===== src/rtl/pattern_detector.sv =====
// Runtime-programmable serial bit-pattern detector.
// Accepts one qualified serial bit per cycle, compares the most recent
// cur_len bits against a loaded pattern and produces a registered one-cycle
// detect pulse plus a saturating match counter. Overlapping and
// non-overlapping detection are selectable at configuration time.
module pattern_detector #(
    parameter int MAX_LEN = 8,
    parameter int CNT_W   = 8,
    parameter int LEN_W   = $clog2(MAX_LEN + 1)
) (
    input  logic                clock,
    input  logic                reset,
    input  logic                cfg_load,
    input  logic [MAX_LEN-1:0]  cfg_pattern,
    input  logic [LEN_W-1:0]    cfg_len,
    input  logic                cfg_overlap,
    input  logic                in_valid,
    input  logic                sequence_in,
    input  logic                clear_count,
    output logic                detect,
    output logic [CNT_W-1:0]    match_count,
    output logic                cfg_err,
    output logic [LEN_W-1:0]    cur_len
);

    localparam logic [MAX_LEN-1:0] RST_PATTERN = MAX_LEN'(4'b1011);
    localparam logic [LEN_W-1:0]   RST_LEN     = LEN_W'(3'd4);
    localparam logic [LEN_W-1:0]   FULL_LEN    = LEN_W'(MAX_LEN);
    localparam logic [CNT_W-1:0]   CNT_MAX     = {CNT_W{1'b1}};

    // Mask with the low 'len' bits set; bits above len-1 take no part in the compare.
    function automatic logic [MAX_LEN-1:0] len_mask(input logic [LEN_W-1:0] len);
        logic [MAX_LEN-1:0] m;
        m = '0;
        for (int i = 0; i < MAX_LEN; i++) begin
            m[i] = (LEN_W'(i) < len);
        end
        return m;
    endfunction

    logic [MAX_LEN-1:0] pattern_q, pattern_d;
    logic [LEN_W-1:0]   len_q, len_d;
    logic               overlap_q, overlap_d;
    logic [MAX_LEN-1:0] hist_q, hist_d;
    logic [LEN_W-1:0]   fill_q, fill_d;
    logic               detect_q, detect_d;
    logic [CNT_W-1:0]   count_q, count_d;
    logic               cfg_err_q, cfg_err_d;
    logic               match_s;
    logic               len_ok_s;
    logic [MAX_LEN-1:0] mask_s;

    // Next-state: configuration load, bit accept, match evaluation and counter.
    always_comb begin
        pattern_d = pattern_q;
        len_d     = len_q;
        overlap_d = overlap_q;
        hist_d    = hist_q;
        fill_d    = fill_q;
        detect_d  = 1'b0;
        cfg_err_d = 1'b0;
        count_d   = count_q;
        match_s   = 1'b0;
        len_ok_s  = (cfg_len != '0) && (cfg_len <= FULL_LEN);
        mask_s    = len_mask(len_q);

        if (cfg_load) begin
            // A bit offered alongside a load is dropped either way.
            if (len_ok_s) begin
                pattern_d = cfg_pattern;
                len_d     = cfg_len;
                overlap_d = cfg_overlap;
                fill_d    = '0;
            end else begin
                cfg_err_d = 1'b1;
            end
        end else if (in_valid) begin
            hist_d = {hist_q[MAX_LEN-2:0], sequence_in};
            fill_d = (fill_q == FULL_LEN) ? fill_q : fill_q + LEN_W'(1'b1);
            // fill guarantees only bits accepted since the last restart are compared.
            match_s = (fill_d >= len_q) && ((hist_d & mask_s) == (pattern_q & mask_s));
            if (match_s) begin
                detect_d = 1'b1;
                if (!overlap_q) begin
                    fill_d = '0;
                end else begin
                    fill_d = fill_d;
                end
            end else begin
                detect_d = 1'b0;
            end
        end else begin
            hist_d = hist_q;
        end

        if (clear_count) begin
            count_d = '0;
        end else if (match_s && (count_q != CNT_MAX)) begin
            count_d = count_q + CNT_W'(1'b1);
        end else begin
            count_d = count_q;
        end
    end

    // State and output registers with asynchronous reset to the default configuration.
    always_ff @(posedge clock or posedge reset) begin
        if (reset) begin
            pattern_q <= RST_PATTERN;
            len_q     <= RST_LEN;
            overlap_q <= 1'b1;
            hist_q    <= '0;
            fill_q    <= '0;
            detect_q  <= 1'b0;
            count_q   <= '0;
            cfg_err_q <= 1'b0;
        end else begin
            pattern_q <= pattern_d;
            len_q     <= len_d;
            overlap_q <= overlap_d;
            hist_q    <= hist_d;
            fill_q    <= fill_d;
            detect_q  <= detect_d;
            count_q   <= count_d;
            cfg_err_q <= cfg_err_d;
        end
    end

    assign detect      = detect_q;
    assign match_count = count_q;
    assign cfg_err     = cfg_err_q;
    assign cur_len     = len_q;

endmodule


===== config.mk =====
export PLATFORM = sky130hd
export DESIGN_NAME = pattern_detector
export DESIGN_NICKNAME = d
export VERILOG_FILES = /design/src/rtl/pattern_detector.sv
export SDC_FILE = /design/constraint.sdc
export NUM_CORES = 1
export LEC_CHECK = 0
export CAP_MARGIN = 40
export CORE_MARGIN = 3
export CORE_UTILIZATION = 60
export DETAILED_ROUTE_END_ITERATION = 6
export DONT_BUFFER_PORTS = 1
export PLACE_DENSITY = 0.81
export SKIP_CTS_REPAIR_TIMING = 1
export SLEW_MARGIN = 20
export SYNTH_ARGS = -nofsm -noshare
export SYNTH_HDL_FRONTEND = slang
export SYNTH_SLANG_ARGS = --single-unit
export TNS_END_PERCENT = 100

===== constraint.sdc =====
create_clock -name clock -period 4.9 [get_ports clock]
set_input_delay 0.735 -clock clock [delete_from_list [all_inputs] [get_ports clock]]
set_output_delay 0.735 -clock clock [all_outputs]
set_load 0.02 [all_outputs]

==> results of run 1 <==
[cells in the mapped netlist, types with 2 or more instances]
library cell / n
nor2_1: 7
o22ai_1: 2
a32o_1: 3
a21oi_1: 10
ha_1: 7
nor4_4: 2
nand4_1: 2
nor3_1: 4
or4_1: 2
nand3_1: 7
dfstp_2: 5
clkbuf_1: 2
nand2_1: 27
o21ai_0: 4
dfrtp_1: 29
o31ai_1: 2
inv_1: 9
mux2_2: 12
xnor2_1: 13
nor2b_1: 3
[through the flow]
step           util, %  total power [mW]  hold slack (ns)
3_3_place_gp      64.8             0.553            0.487
5_1_grt           67.0             0.766            0.372
6_report          67.0             0.719            0.359
2_1_floorplan        -             0.532            0.467
4_1_cts           67.0             0.725            0.368
3_5_place_dp      64.8             0.565            0.502
[cells by family (layout without fill, tap and decap cells)]
kind of cell,Yosys count,in the layout,share of synthesized area [%]
mux,13,13,8.09
compound gates,29,29,12.0
xor+xnor,14,14,6.84
buf+inv,13,18,3.14
flops,34,34,47.8
simple gates,60,60,17.2
fa+ha+maj,7,7,4.88
[worst register-to-register path: stages (launching register included)]
cell       delay (ns)
dfrtp_1          0.41
inv_1            0.09
ha_1             0.21
nand2_1          0.09
nor2_1           0.05
xnor2_1          0.15
ha_1             0.27
nand2b_1         0.14
a2111oi_4        0.10
nor4_4           0.36
nand2_2          0.17
or4_1            0.50
a21oi_1          0.18
[where the power goes]
part | switching, mW | internal, mW | total [mW]
Combinational | 0.0947 | 0.0930 | 0.188
Sequential | 0.0475 | 0.323 | 0.370
Clock | 0.0921 | 0.0689 | 0.161
[how the worst max path moves through the flow]
stage	startpoint	to	slack, ns	cells past startpoint
finish	fill_q[0]	match_count[7]	2.12	12
global route	fill_q[0]	match_count[7]	1.89	12
CTS	fill_q[0]	match_count[7]	2.12	12
detailed placement	in_valid	match_count[7]	2.03	6
global placement	in_valid	match_count[5]	2.13	6
floorplan	fill_q[0]	match_count[5]	2.40	12
[cell type report]
cell class	instances	share of cell area, %
Clock buffer	6	2.73
Clock inverter	2	0.665
Inverter	9	1.80
Multi-Input combinational cell	123	46.8
Sequential cell	34	45.6
Tap cell	31	2.06
Timing Repair Buffer	1	0.399
[flip-flops by register name, indices dropped and copies added (netlist names)]
name	count
hist_q	7
cfg_err	1
fill_q	4
cur_len	4
pattern_q	8
detect	1
match_count	8
overlap_q	1
[per-layer routing]
| layer | GRT usage (%) | vias up | part of all wire [%] |
|---|---|---|---|
| li1 | - | 603 | - |
| met1 | 23.5 | 627 | 42 |
| met2 | 32.2 | 35 | 51 |
| met3 | 7.45 | 8 | 4.8 |
| met4 | 11.1 | 0 | 1.7 |
| met5 | 0 | - | 0 |
==> reports/metrics.csv, run 1 <==
metric,value,unit
finalSetupTns,0,ns
h-tree-depth,2,
antenna_found_initial,0,
die_w,60.7,um
layout_worst_path_cycle_share,56.8,%
r2r-end,match_count[7],
cts_sinks,34,
synthArstFlopShare,100,%
layout_common_cells,"dfrtp_1, nand2_1, xnor2_1",
rows,19,
cp_num_buf_inv,1,
post-place-ws,2.03,ns
yosysUniqueCellTypes,38,
ant_nets,0,
cts_buffer_depth,2,
critPathRequiredTime,5.16,ns
synth_top_area_share,40.5,%
grt_pass1_vias,1270,
slowest_stage,or4_1,
cts_buffers,5,
syn_nets,196,
r2r-start,fill_q[0],
critPathKind,flip-flop to flip-flop,
crit_top_cell,ha_1,
dpl.cell_count,198,
core,2810,um^2
final.fill_count,214,
grt-ovfl-total,0,
critPathMaxFanout,8,
multi_input_area,880,um^2
cts_tree,yes,
cpLargestDelayFamily,simple AND/OR/NAND/NOR gates,
start_util,63.9,%
path_cells,"inv_1, ha_1, nand2_1, nor2_1, xnor2_1, ha_1, nand2b_1, a2111oi_4, nor4_4, nand2_2, or4_1, a21oi_1",
drt_iter0_markers,55,
yosys-top-cells-area,"dfrtp_1, mux2_2, dfstp_2, xnor2_1, nand2_1",
synth_cells,170,
synth_edf_count,0,
grt_max_degree,35,
fmax,0.360,GHz
wl_per_cell,15.8,um
seq_area,857,um^2
viasPerCell,6.18,
finalClockSkew,0.0109,ns
portBuffers,0,
dr.pass1.iters,4,
drc,0,
cts_root_buf,clkbuf_4,
final_common_cell,dfrtp_1,
setup_ws,2.12,ns
fin_area,1880,um^2
cts.clk_slew.worst_paths,0.11,ns
placed_area,1820,um^2
drt_wl_total,3.26,mm
max-slew-margin-rel,46.2,%
layoutNonFillerInstCount,206,
syn_to_final_growth,4.88,%
grt.total_usage,20.2,%
tightest_slew,0.806,ns
setup_violations,0,
reg2reg_slack,2.12,ns
cap_violations,0,
p_leak,0.805,nW
syn_area_per_cell,10.5,um^2
n_antenna_cell,0,
synth_area,1790,um^2
max_stage_delay,0.50,ns
crit_path_end_kind,flip-flop,
yosysWarnings,0,
ys_seq_area_share,47.8,%
ioPinCount,33,
worstPathArrival,3.04,ns
die_h,60.7,um
place_congestion,0.827,
p_per_area,382,nW/um^2
final_hold_viol_count,0,
hp-class,input port to asynchronous set/reset pin,
status,"complete, no violations",
ir_drop,0.311,mV
dpl.hpwl,2.51,mm
grt_pass1_wl,5.40,mm
synth_top_area_cell,dfrtp_1,
critPathLaunchType,flip-flop,
clk_latency,0.33,ns
finalCriticalPeriod,2.78,ns
yosys_register_bits,34,
layout-drive-gt1-share,17.7,%
die-area,3680,um^2
grt_setup_unrepaired,false,
drv_slew,0,
synthFlopType,dfrtp_1,
nNetsFinal,200,
via_count,1273,
reg2reg_depth,12,
(Power assumes the default switching activity.)
==> run 2: changes to the inputs <==
CORE_UTILIZATION = 56   (was 60)
PLACE_DENSITY = 0.79   (was 0.81)
clock period = 2.45 ns   (was 4.9 ns; I/O delays follow)
==> run 2 against run 1 <==
Against the previous run:
- the run now ends with negative setup slack left
- worst setup slack got worse by 2.2 ns
- via count increased by 13%
- global-route usage increased by 2.5 points
- clock power increased by 110%
- cell area increased by 18%
- sequential share of layout area decreased by 7.1 points
- largest cell class unchanged
- largest power group unchanged
==> reports/metrics.csv, run 2 (synthesized netlist as in run 1, its figures left out) <==
metric,value,unit
portBuffers,0,
p_leak,0.974,nW
grt_pass1_vias,1477,
setup_ws,-0.130,ns
cp_num_buf_inv,1,
max-slew-margin-rel,64.0,%
r2r-end,match_count[5],
grt_pass1_wl,7.00,mm
worstPathArrival,2.87,ns
grt.total_usage,22.6,%
layout-drive-gt1-share,40.2,%
rows,19,
critPathMaxFanout,6,
grt_setup_unrepaired,true,
hold-path-endpoint,match_count[4],
crit_path_end_kind,flip-flop,
h-tree-depth,2,
status,"complete, but fails checks",
finalCriticalPeriod,2.58,ns
path_cells,"inv_2, ha_4, nand2_4, nand3_4, o21ai_4, ha_4, o21a_1, o22ai_2, nor4_4, nand2_2, or4_4, a21oi_2",
reg2reg_slack,-0.13,ns
antenna_found_initial,0,
die_w,62.6,um
via_count,1440,
wl_per_cell,17.8,um
cts_root_buf,clkbuf_4,
ir_drop,0.576,mV
cts_buffer_depth,2,
place_congestion,0.906,
hp-class,input port to flip-flop,
cpLargestDelayFamily,simple AND/OR/NAND/NOR gates,
viasPerCell,5.98,
finalClockSkew,0.00811,ns
finalSetupTns,-0.508,ns
dr.pass1.iters,5,
die-area,3920,um^2
layout_worst_path_cycle_share,105,%
critPathRequiredTime,2.74,ns
clk_latency,0.35,ns
cts_tree,yes,
grt_max_degree,35,
setup_violations,7,
fmax,0.388,GHz
cts.clk_slew.worst_paths,0.10,ns
dpl.hpwl,2.97,mm
die_h,62.6,um
hold_ws,0.0562,ns
slowest_stage,or4_4,
start_util,61.8,%
critPathLaunchType,flip-flop,
tightest_slew,0.539,ns
max_stage_delay,0.54,ns
nNetsFinal,224,
syn_to_final_growth,24.3,%
drt_iter0_markers,79,
cts_sinks,34,
ant_nets,0,
cap_violations,0,
violations,negative setup slack,
reg2reg_depth,12,
drc,0,
crit_top_cell,ha_4,
placed_area,1920,um^2
n_antenna_cell,0,
fin_area,2230,um^2
r2r-start,fill_q[1],
final_common_cell,dfrtp_1,
critPathKind,flip-flop to flip-flop,
holdPathStages,1,
min_from,clear_count,
core,2900,um^2
drv_slew,0,
layout_common_cells,"dfrtp_1, nand2_1, buf_4",
ioPinCount,33,
cts_buffers,5,
p_per_area,740,nW/um^2
grt-ovfl-total,0,
final_hold_viol_count,0,
drt_wl_total,4.28,mm
==> run 2: final cells by class <==
cell class	count	area (um^2)
fill	213	672
multi-input combinational	123	1030
tap	42	52.6
clock buffer	6	51.3
inverter	9	33.8
timing repair buffer	25	194
clock inverter	2	12.5
sequential	34	857
==> run 2: worst max-delay path by stage <==
| stage | startpoint | end | slack [ns] | cells after the start |
|---|---|---|---|---|
| 2_1_floorplan | fill_q[0] | match_count[5] | 0.09 | 12 |
| 3_3_place_gp | fill_q[0] | match_count[5] | -0.01 | 12 |
| 3_5_place_dp | fill_q[0] | match_count[5] | -0.23 | 12 |
| 4_1_cts | fill_q[1] | match_count[5] | -0.25 | 12 |
| 5_1_grt | fill_q[1] | match_count[5] | -0.29 | 13 |
| 6_report | fill_q[1] | match_count[5] | -0.13 | 12 |
==> run 2: worst reg2reg max path: stages (launching register included) <==
cell	delay (ns)
dfrtp_1	0.43
inv_2	0.09
ha_4	0.14
nand2_4	0.07
nand3_4	0.08
o21ai_4	0.07
ha_4	0.27
o21a_1	0.14
o22ai_2	0.08
nor4_4	0.32
nand2_2	0.17
or4_4	0.55
a21oi_2	0.14
==> run 2: routing by layer <==
metal  part of all wire (%)  vias up  track usage, %
met2                     51       52            36.5
met5                      0        -               0
li1                       -      655               -
met3                    6.3       10            6.83
met1                     41      723            27.5
met4                    1.8        0            11.3
==> run 2: power breakdown <==
part / internal [mW] / switching [mW]
combinational: 0.300 / 0.282
clock: 0.138 / 0.200
sequential: 0.645 / 0.0838
total: 1.08 / 0.566
==> run 2: stage by stage <==
stage / total power, mW / worst slack [ns] / utilization (%) / cells
after global routing: 1.74 / -0.287 / 76.8 / 241
after floorplan: 1.06 / 0.0913 / - / 170
after detailed placement: 1.18 / -0.225 / 66.2 / 221
after CTS: 1.51 / -0.248 / 68.4 / 229
final: 1.65 / -0.130 / 76.8 / 241
after global placement: 1.15 / -0.0113 / 66.2 / 221
==> run 3: changes to the inputs <==
CAP_MARGIN = 20   (was 40)
SLEW_MARGIN = default   (was 20)
==> results of run 3 <==
No change in the layout: final DEF, timing and power equal those of run 2.
